<file path="src/rtl/riscv_pipeline_interlock_pkg.sv">
// Shared types for the pipeline interlock: latency classes and dmem handshake states.
package riscv_pipeline_interlock_pkg;

  typedef enum logic [1:0] {
    LAT_ALU   = 2'd0,
    LAT_LOAD  = 2'd1,
    LAT_MULTI = 2'd2
  } lat_class_t;

  typedef enum logic [1:0] {
    DM_IDLE = 2'd0,
    DM_REQ  = 2'd1,
    DM_WAIT = 2'd2
  } dmem_fsm_t;

  function automatic int unsigned max_int(input int unsigned a, input int unsigned b);
    return (a > b) ? a : b;
  endfunction

endpackage

</file>
<file path="src/rtl/riscv_scoreboard.sv">
// Per-register result-latency scoreboard: loads a countdown on issue and reports busy sources.
module riscv_scoreboard
  import riscv_pipeline_interlock_pkg::*;
#(
  parameter int unsigned NUM_REGS      = 32,
  parameter int unsigned LOAD_LATENCY  = 1,
  parameter int unsigned MULTI_LATENCY = 3,
  parameter int unsigned CNT_W         = $clog2(max_int(LOAD_LATENCY, MULTI_LATENCY) + 1)
) (
  input  logic       clk,
  input  logic       rst_n,
  input  logic       hold,
  input  logic       issue,
  input  logic       reg_write,
  input  logic [4:0] rd,
  input  lat_class_t lat_class,
  input  logic [4:0] rs1,
  input  logic [4:0] rs2,
  input  logic       uses_rs1,
  input  logic       uses_rs2,
  output logic       busy_rs1,
  output logic       busy_rs2
);

  logic [CNT_W-1:0] cnt_q [NUM_REGS];
  logic [CNT_W-1:0] cnt_d [NUM_REGS];
  logic [CNT_W-1:0] issue_lat;

  always_comb begin
    case (lat_class)
      LAT_LOAD:  issue_lat = CNT_W'(LOAD_LATENCY);
      LAT_MULTI: issue_lat = CNT_W'(MULTI_LATENCY);
      default:   issue_lat = '0;
    endcase
  end

  // A fresh issue to a register wins over that register's own decrement.
  always_comb begin
    for (int i = 0; i < NUM_REGS; i++) begin
      cnt_d[i] = cnt_q[i];
      if (!hold && (i != 0)) begin
        if (cnt_q[i] != '0) cnt_d[i] = cnt_q[i] - CNT_W'(1);
        if (issue && reg_write && (rd == 5'(i))) cnt_d[i] = issue_lat;
      end
    end
  end

  always_ff @(posedge clk or negedge rst_n) begin
    if (!rst_n) begin
      for (int i = 0; i < NUM_REGS; i++) cnt_q[i] <= '0;
    end else begin
      for (int i = 0; i < NUM_REGS; i++) cnt_q[i] <= cnt_d[i];
    end
  end

  always_comb begin
    busy_rs1 = 1'b0;
    busy_rs2 = 1'b0;
    if (uses_rs1 && (rs1 != 5'd0) && (int'(rs1) < NUM_REGS)) busy_rs1 = (cnt_q[rs1] != '0);
    if (uses_rs2 && (rs2 != 5'd0) && (int'(rs2) < NUM_REGS)) busy_rs2 = (cnt_q[rs2] != '0);
  end

endmodule

</file>
<file path="src/rtl/riscv_pipeline_interlock.sv">
// Hazard/interlock controller: scoreboard data stalls, EX redirect flush and dmem wait freeze.
// Optional PERF_COUNTERS_EN adds stall/flush/freeze event counters.
module riscv_pipeline_interlock
  import riscv_pipeline_interlock_pkg::*;
#(
  parameter int unsigned NUM_REGS      = 32,
  parameter int unsigned LOAD_LATENCY  = 1,
  parameter int unsigned MULTI_LATENCY = 3,
  parameter int unsigned CNT_W         = $clog2(max_int(LOAD_LATENCY, MULTI_LATENCY) + 1)
) (
  input  logic        i_clk,
  input  logic        i_reset_n,
  input  logic [4:0]  i_id_rs1,
  input  logic [4:0]  i_id_rs2,
  input  logic        i_id_uses_rs1,
  input  logic        i_id_uses_rs2,
  input  logic [4:0]  i_id_rd,
  input  logic        i_id_reg_write,
  input  logic [1:0]  i_id_lat_class,
  input  logic        i_id_valid,
  input  logic        i_ex_redirect,
  input  logic        i_mem_req,
  input  logic        i_dmem_gnt,
  input  logic        i_dmem_rvalid,
  output logic        o_pc_write,
  output logic        o_stall_if_id,
  output logic        o_bubble_ex,
  output logic        o_flush_if_id,
  output logic        o_freeze,
  output logic        o_dmem_req
`ifdef PERF_COUNTERS_EN
  ,
  output logic [31:0] o_stall_cycles,
  output logic [31:0] o_flush_count,
  output logic [31:0] o_freeze_cycles
`endif
);

  dmem_fsm_t dm_q;
  logic      dmem_req_q;
  logic      busy_rs1, busy_rs2;
  logic      data_stall, flush, freeze, issue;

  assign data_stall = busy_rs1 | busy_rs2;

  // Freeze holds until the rvalid cycle, which lets the pipeline advance.
  always_comb begin
    unique case (dm_q)
      DM_IDLE: freeze = i_mem_req;
      DM_REQ:  freeze = !(i_dmem_gnt && i_dmem_rvalid);
      DM_WAIT: freeze = !i_dmem_rvalid;
      default: freeze = 1'b0;
    endcase
  end

  assign flush = i_ex_redirect & ~freeze;
  assign issue = i_id_valid & ~data_stall & ~freeze & ~flush;

  assign o_freeze      = freeze;
  assign o_flush_if_id = flush;
  assign o_bubble_ex   = ~freeze & (flush | data_stall);
  assign o_stall_if_id = ~freeze & ~flush & data_stall;
  assign o_pc_write    = ~freeze & (flush | ~data_stall);
  assign o_dmem_req    = dmem_req_q;

  riscv_scoreboard #(
    .NUM_REGS      (NUM_REGS),
    .LOAD_LATENCY  (LOAD_LATENCY),
    .MULTI_LATENCY (MULTI_LATENCY),
    .CNT_W         (CNT_W)
  ) u_scoreboard (
    .clk       (i_clk),
    .rst_n     (i_reset_n),
    .hold      (freeze),
    .issue     (issue),
    .reg_write (i_id_reg_write),
    .rd        (i_id_rd),
    .lat_class (lat_class_t'(i_id_lat_class)),
    .rs1       (i_id_rs1),
    .rs2       (i_id_rs2),
    .uses_rs1  (i_id_uses_rs1),
    .uses_rs2  (i_id_uses_rs2),
    .busy_rs1  (busy_rs1),
    .busy_rs2  (busy_rs2)
  );

  always_ff @(posedge i_clk or negedge i_reset_n) begin
    if (!i_reset_n) begin
      dm_q       <= DM_IDLE;
      dmem_req_q <= 1'b0;
    end else begin
      unique case (dm_q)
        DM_IDLE: if (i_mem_req) begin
          dm_q       <= DM_REQ;
          dmem_req_q <= 1'b1;
        end
        DM_REQ: if (i_dmem_gnt) begin
          dm_q       <= i_dmem_rvalid ? DM_IDLE : DM_WAIT;
          dmem_req_q <= 1'b0;
        end
        DM_WAIT: if (i_dmem_rvalid) dm_q <= DM_IDLE;
        default: begin
          dm_q       <= DM_IDLE;
          dmem_req_q <= 1'b0;
        end
      endcase
    end
  end

`ifdef PERF_COUNTERS_EN
  always_ff @(posedge i_clk or negedge i_reset_n) begin
    if (!i_reset_n) begin
      o_stall_cycles  <= '0;
      o_flush_count   <= '0;
      o_freeze_cycles <= '0;
    end else begin
      if (o_stall_if_id) o_stall_cycles  <= o_stall_cycles + 32'd1;
      if (flush)         o_flush_count   <= o_flush_count + 32'd1;
      if (freeze)        o_freeze_cycles <= o_freeze_cycles + 32'd1;
    end
  end
`endif

endmodule

</file>
<file path="config.mk">
export PLATFORM = sky130hd
export DESIGN_NAME = riscv_pipeline_interlock
export DESIGN_NICKNAME = d
export VERILOG_FILES = /design/src/rtl/riscv_pipeline_interlock_pkg.sv /design/src/rtl/riscv_scoreboard.sv /design/src/rtl/riscv_pipeline_interlock.sv
export SDC_FILE = /design/constraint.sdc
export NUM_CORES = 1
export LEC_CHECK = 0
export BUFFER_PORTS_ARGS = -buffer_cell sky130_fd_sc_hd__buf_2
export CORE_AREA = 3 3 104 106
export CTS_CLUSTER_DIAMETER = 60
export DETAILED_ROUTE_END_ITERATION = 10
export DIE_AREA = 0 0 107 109
export GPL_TIMING_DRIVEN = 0
export PLACE_DENSITY = 0.76
export SLEW_MARGIN = 30
export SYNTH_ARGS = -nofsm -noshare
export SYNTH_HDL_FRONTEND = slang
export SYNTH_SLANG_ARGS = --single-unit
</file>
<file path="constraint.sdc">
create_clock -name i_clk -period 2.1 [get_ports i_clk]
set_input_delay 0.21 -clock i_clk [delete_from_list [all_inputs] [get_ports i_clk]]
set_output_delay 0.21 -clock i_clk [all_outputs]
set_load 0.02 [all_outputs]
</file>
==> impl_metrics.toml <==
[grt]
use_met1_pct = 40.7
grt-ovfl-total = 0
grtUsageMet3_pct = 8.11
grt_start_max_net_pins = 44
grt-busiest-layer = "met2"
grt.met2_usage_pct = 60.0
antenna_found_initial = 1
grt_pass1_vias = 6303
grt_use_total_pct = 34.9
grt_pass1_wl_um = 31800

[worst_setup_path]
worstPathArrival_ps = 2530
reg2reg_depth = 10
worstReg2RegEnd = "u_scoreboard.cnt_q[14]"
crit_type = "reg -> out"
crit_slowest_cell = "dfrtp_1"
cp_top_family = "compound AO/OA/AOI/OAI gates"
worst_path_most_repeated_cell = "buf_6"
r2r-start = "u_scoreboard.cnt_q[34]"
worstPathMaxFanout = 4
worstPathCellList = "nor3_1, a21oi_1, a311oi_1, o21ai_1, a2bb2oi_4, buf_6, nand2_4, and3_4, buf_6"
crit_path_end_kind = "output port"
crit_buf_inv = 2
worstPathRequired_ps = 1890
rrSetupSlack_ps = -600
start_kind = "register"
critPathMaxStageDelay_ps = 460

[min_path]
min_to = "dm_q[1]"
min_path_cells = 2
hp-start = "i_dmem_rvalid"
hp-class = "in -> reg"

[synth]
syn_avg_cell_area_um2 = 8.45
async_flop_share_pct = 100
postSynthCellCount = 654
synth_area_leaders = "dfrtp_1 29%, ha_1 7.2%, o22ai_1 6.9%, inv_1 5.0%, a311oi_1 4.9%"
yosysWarnings = 0
synthSimpleGateAreaFrac_pct = 29.2
synth-seq-area-share_pct = 29.4
synth_edf_count = 0
synth_top_family_by_area = "simple AND/OR/NAND/NOR gates"
synthDistinctLibCells = 49
synth_compound_area_share_pct = 21.9
synth_area_um2 = 5530
ys.flop_type = "dfrtp_1"
yosys.area.top_type_share_pct = 29.4
synth_seq_cells = 65
synthMuxAreaShare_pct = 2.81
syn_nets = 713
synth_xor_area_share_pct = 0
synth_top_area_cell = "dfrtp_1"
yosys.area_share.adder_pct = 7.24

[placement]
finalWeightedCongestion = 0.943
portBuffers = 27
place_ws_ps = -584
hpwl_um = 11900

[layout]
insertedDiodeCount = 0
fillCellCount = 537
drive_gt1_share_pct = 37.5
register_area_um2 = 1630
final_nets = 821
multi_input_area_um2 = 4410
mostFrequentLayoutCells = "72 x inv_1, 64 x dfrtp_1, 53 x buf_4"
layout_commonest_cell = "inv_1"
syn2layout_area_growth_pct = 42.4
postLayoutCoreUtil_pct = 79.8

[power_and_ir_drop]
p_total_uw = 9930
cellLeakagePower_uw = 0.00317
max-vdd-ir-drop_mv = 0.793
p_per_area_nw_per_um2 = 1260

[floorplan]
design.core.area_um2 = 9860
dieWidth_um = 107
dieHeight_um = 109
start_util_pct = 56.0
num_rows = 36
io_pins = 33
dieArea_um2 = 11700

[sta]
tightestPinTransition_ps = 1070
skew_ps = 15.4
setup_viol = 66
hold_viol_final = 0
tns_ps = -27610
finalCriticalPeriod_ps = 2740
layout_setup_ws_ps = -635
final_max_slew_viol_count = 0
fmax_mhz = 366
min_period_over_period_pct = 130
rsz0062_at_grt = "true"
maxSlewHeadroom_pct = 28.5

[route]
avgViaCountPerCell = 7.25
wl_um = 22100
num_vias = 6525
firstDrtPassIters = 6
ant_nets = 0
drt_iter0_drc = 800
wl_per_cell_um = 24.6
drc = 0

[clock_network]
clk_pin_slew_ps = 70
cts_tree = "done"
cts_made_buffers = 9
cts_num_sinks = 65
root_buffer = "clkbuf_8"
htree_levels = 3
worstSkewPairLatency_ps = 380
clockBufferDepth = 2

[run]
maxCapViolations = 0

[status]
violations = "setup timing"
status = "complete, but fails checks"
## worst max-delay path by stage
stage	from	end	slack, ps	depth (start not counted)
floorplan	u_scoreboard.cnt_q[26]	u_scoreboard.cnt_q[54]	-70	9
global placement	dm_q[1]	u_scoreboard.cnt_q[54]	-460	8
detailed placement	dm_q[1]	u_scoreboard.cnt_q[54]	-580	8
CTS	u_scoreboard.cnt_q[0]	o_bubble_ex	-410	9
global route	u_scoreboard.cnt_q[34]	u_scoreboard.cnt_q[22]	-680	10
finish	u_scoreboard.cnt_q[34]	o_stall_if_id	-640	9
## metrics by stage
stage          cell area [um2]  hold WS, ps  cells
5_1_grt                   7870         38.9    900
6_report                  7870         22.3    900
2_1_floorplan             5610        -85.6    654
4_1_cts                   7400         10.5    885
3_3_place_gp              5920          392    814
3_5_place_dp              5950          137    815
## synthesized netlist by cell type, types with 4 or more instances
library cell  number
nand2b_1           6
clkbuf_1          24
a21oi_1           11
a311oi_1          31
a31oi_1            6
nor4_1            24
mux4_2             6
a21boi_0          29
buf_2              7
nor2_1            57
buf_6              4
nor3_1            28
nand2_1           37
and3_1             4
o22ai_1           61
o21ai_0            7
ha_1              32
nand3_1           24
nand3b_1          29
a211oi_1          10
dfrtp_1           65
nand4_4           10
nor4b_1           29
inv_1             73
buf_4              5
## what timing repair did
item                                    in CTS  in global routing
endpoints found under the hold margin       22                  0
resized for setup                          182                 79
setup buffers                               53                 18
hold buffers                                 1                  0
pin swaps                                   56                 30
gates cloned                                 0                  0
endpoints found under the setup margin      67                 67
## final cells by class
type | count | share of cell area, %
Buffer | 43 | 4.24
Clock buffer | 10 | 1.75
Clock inverter | 6 | 1.16
Inverter | 75 | 3.61
Multi-Input combinational cell | 470 | 56.1
Sequential cell | 65 | 20.7
Tap cell | 133 | 2.11
Timing Repair Buffer | 98 | 10.4
## power breakdown
part	switching [uW]	total, uW	leakage, uW	internal (uW)
clock	587	1290	0.000105	702
combinational	3360	6060	0.00232	2700
sequential	674	2580	0.000740	1900
total	4620	9930	0.00317	5310
## flip-flops by register name, summed over array words and instances, names as in the netlist
register            flops
u_scoreboard.cnt_q     62
dm_q                    2
o_dmem_req              1
## routing by layer
metal	vias to the layer above	part of all wire (%)	wire [um]
met5	-	0.090	20
li1	2711	-	-
met1	3141	36	7980
met4	2	7.3	1610
met3	169	9.6	2130
met2	502	47	10400
## kinds of logic (layout without fill, tap and decap cells)
| logic type | Yosys count | in the layout |
|---|---|---|
| simple gates | 263 | 263 |
| compound gates | 167 | 167 |
| buf+inv | 119 | 232 |
| flops | 65 | 65 |
| fa+ha+maj | 32 | 32 |
| mux | 8 | 8 |
No activity file was read; power rests on OpenSTA's default activity.
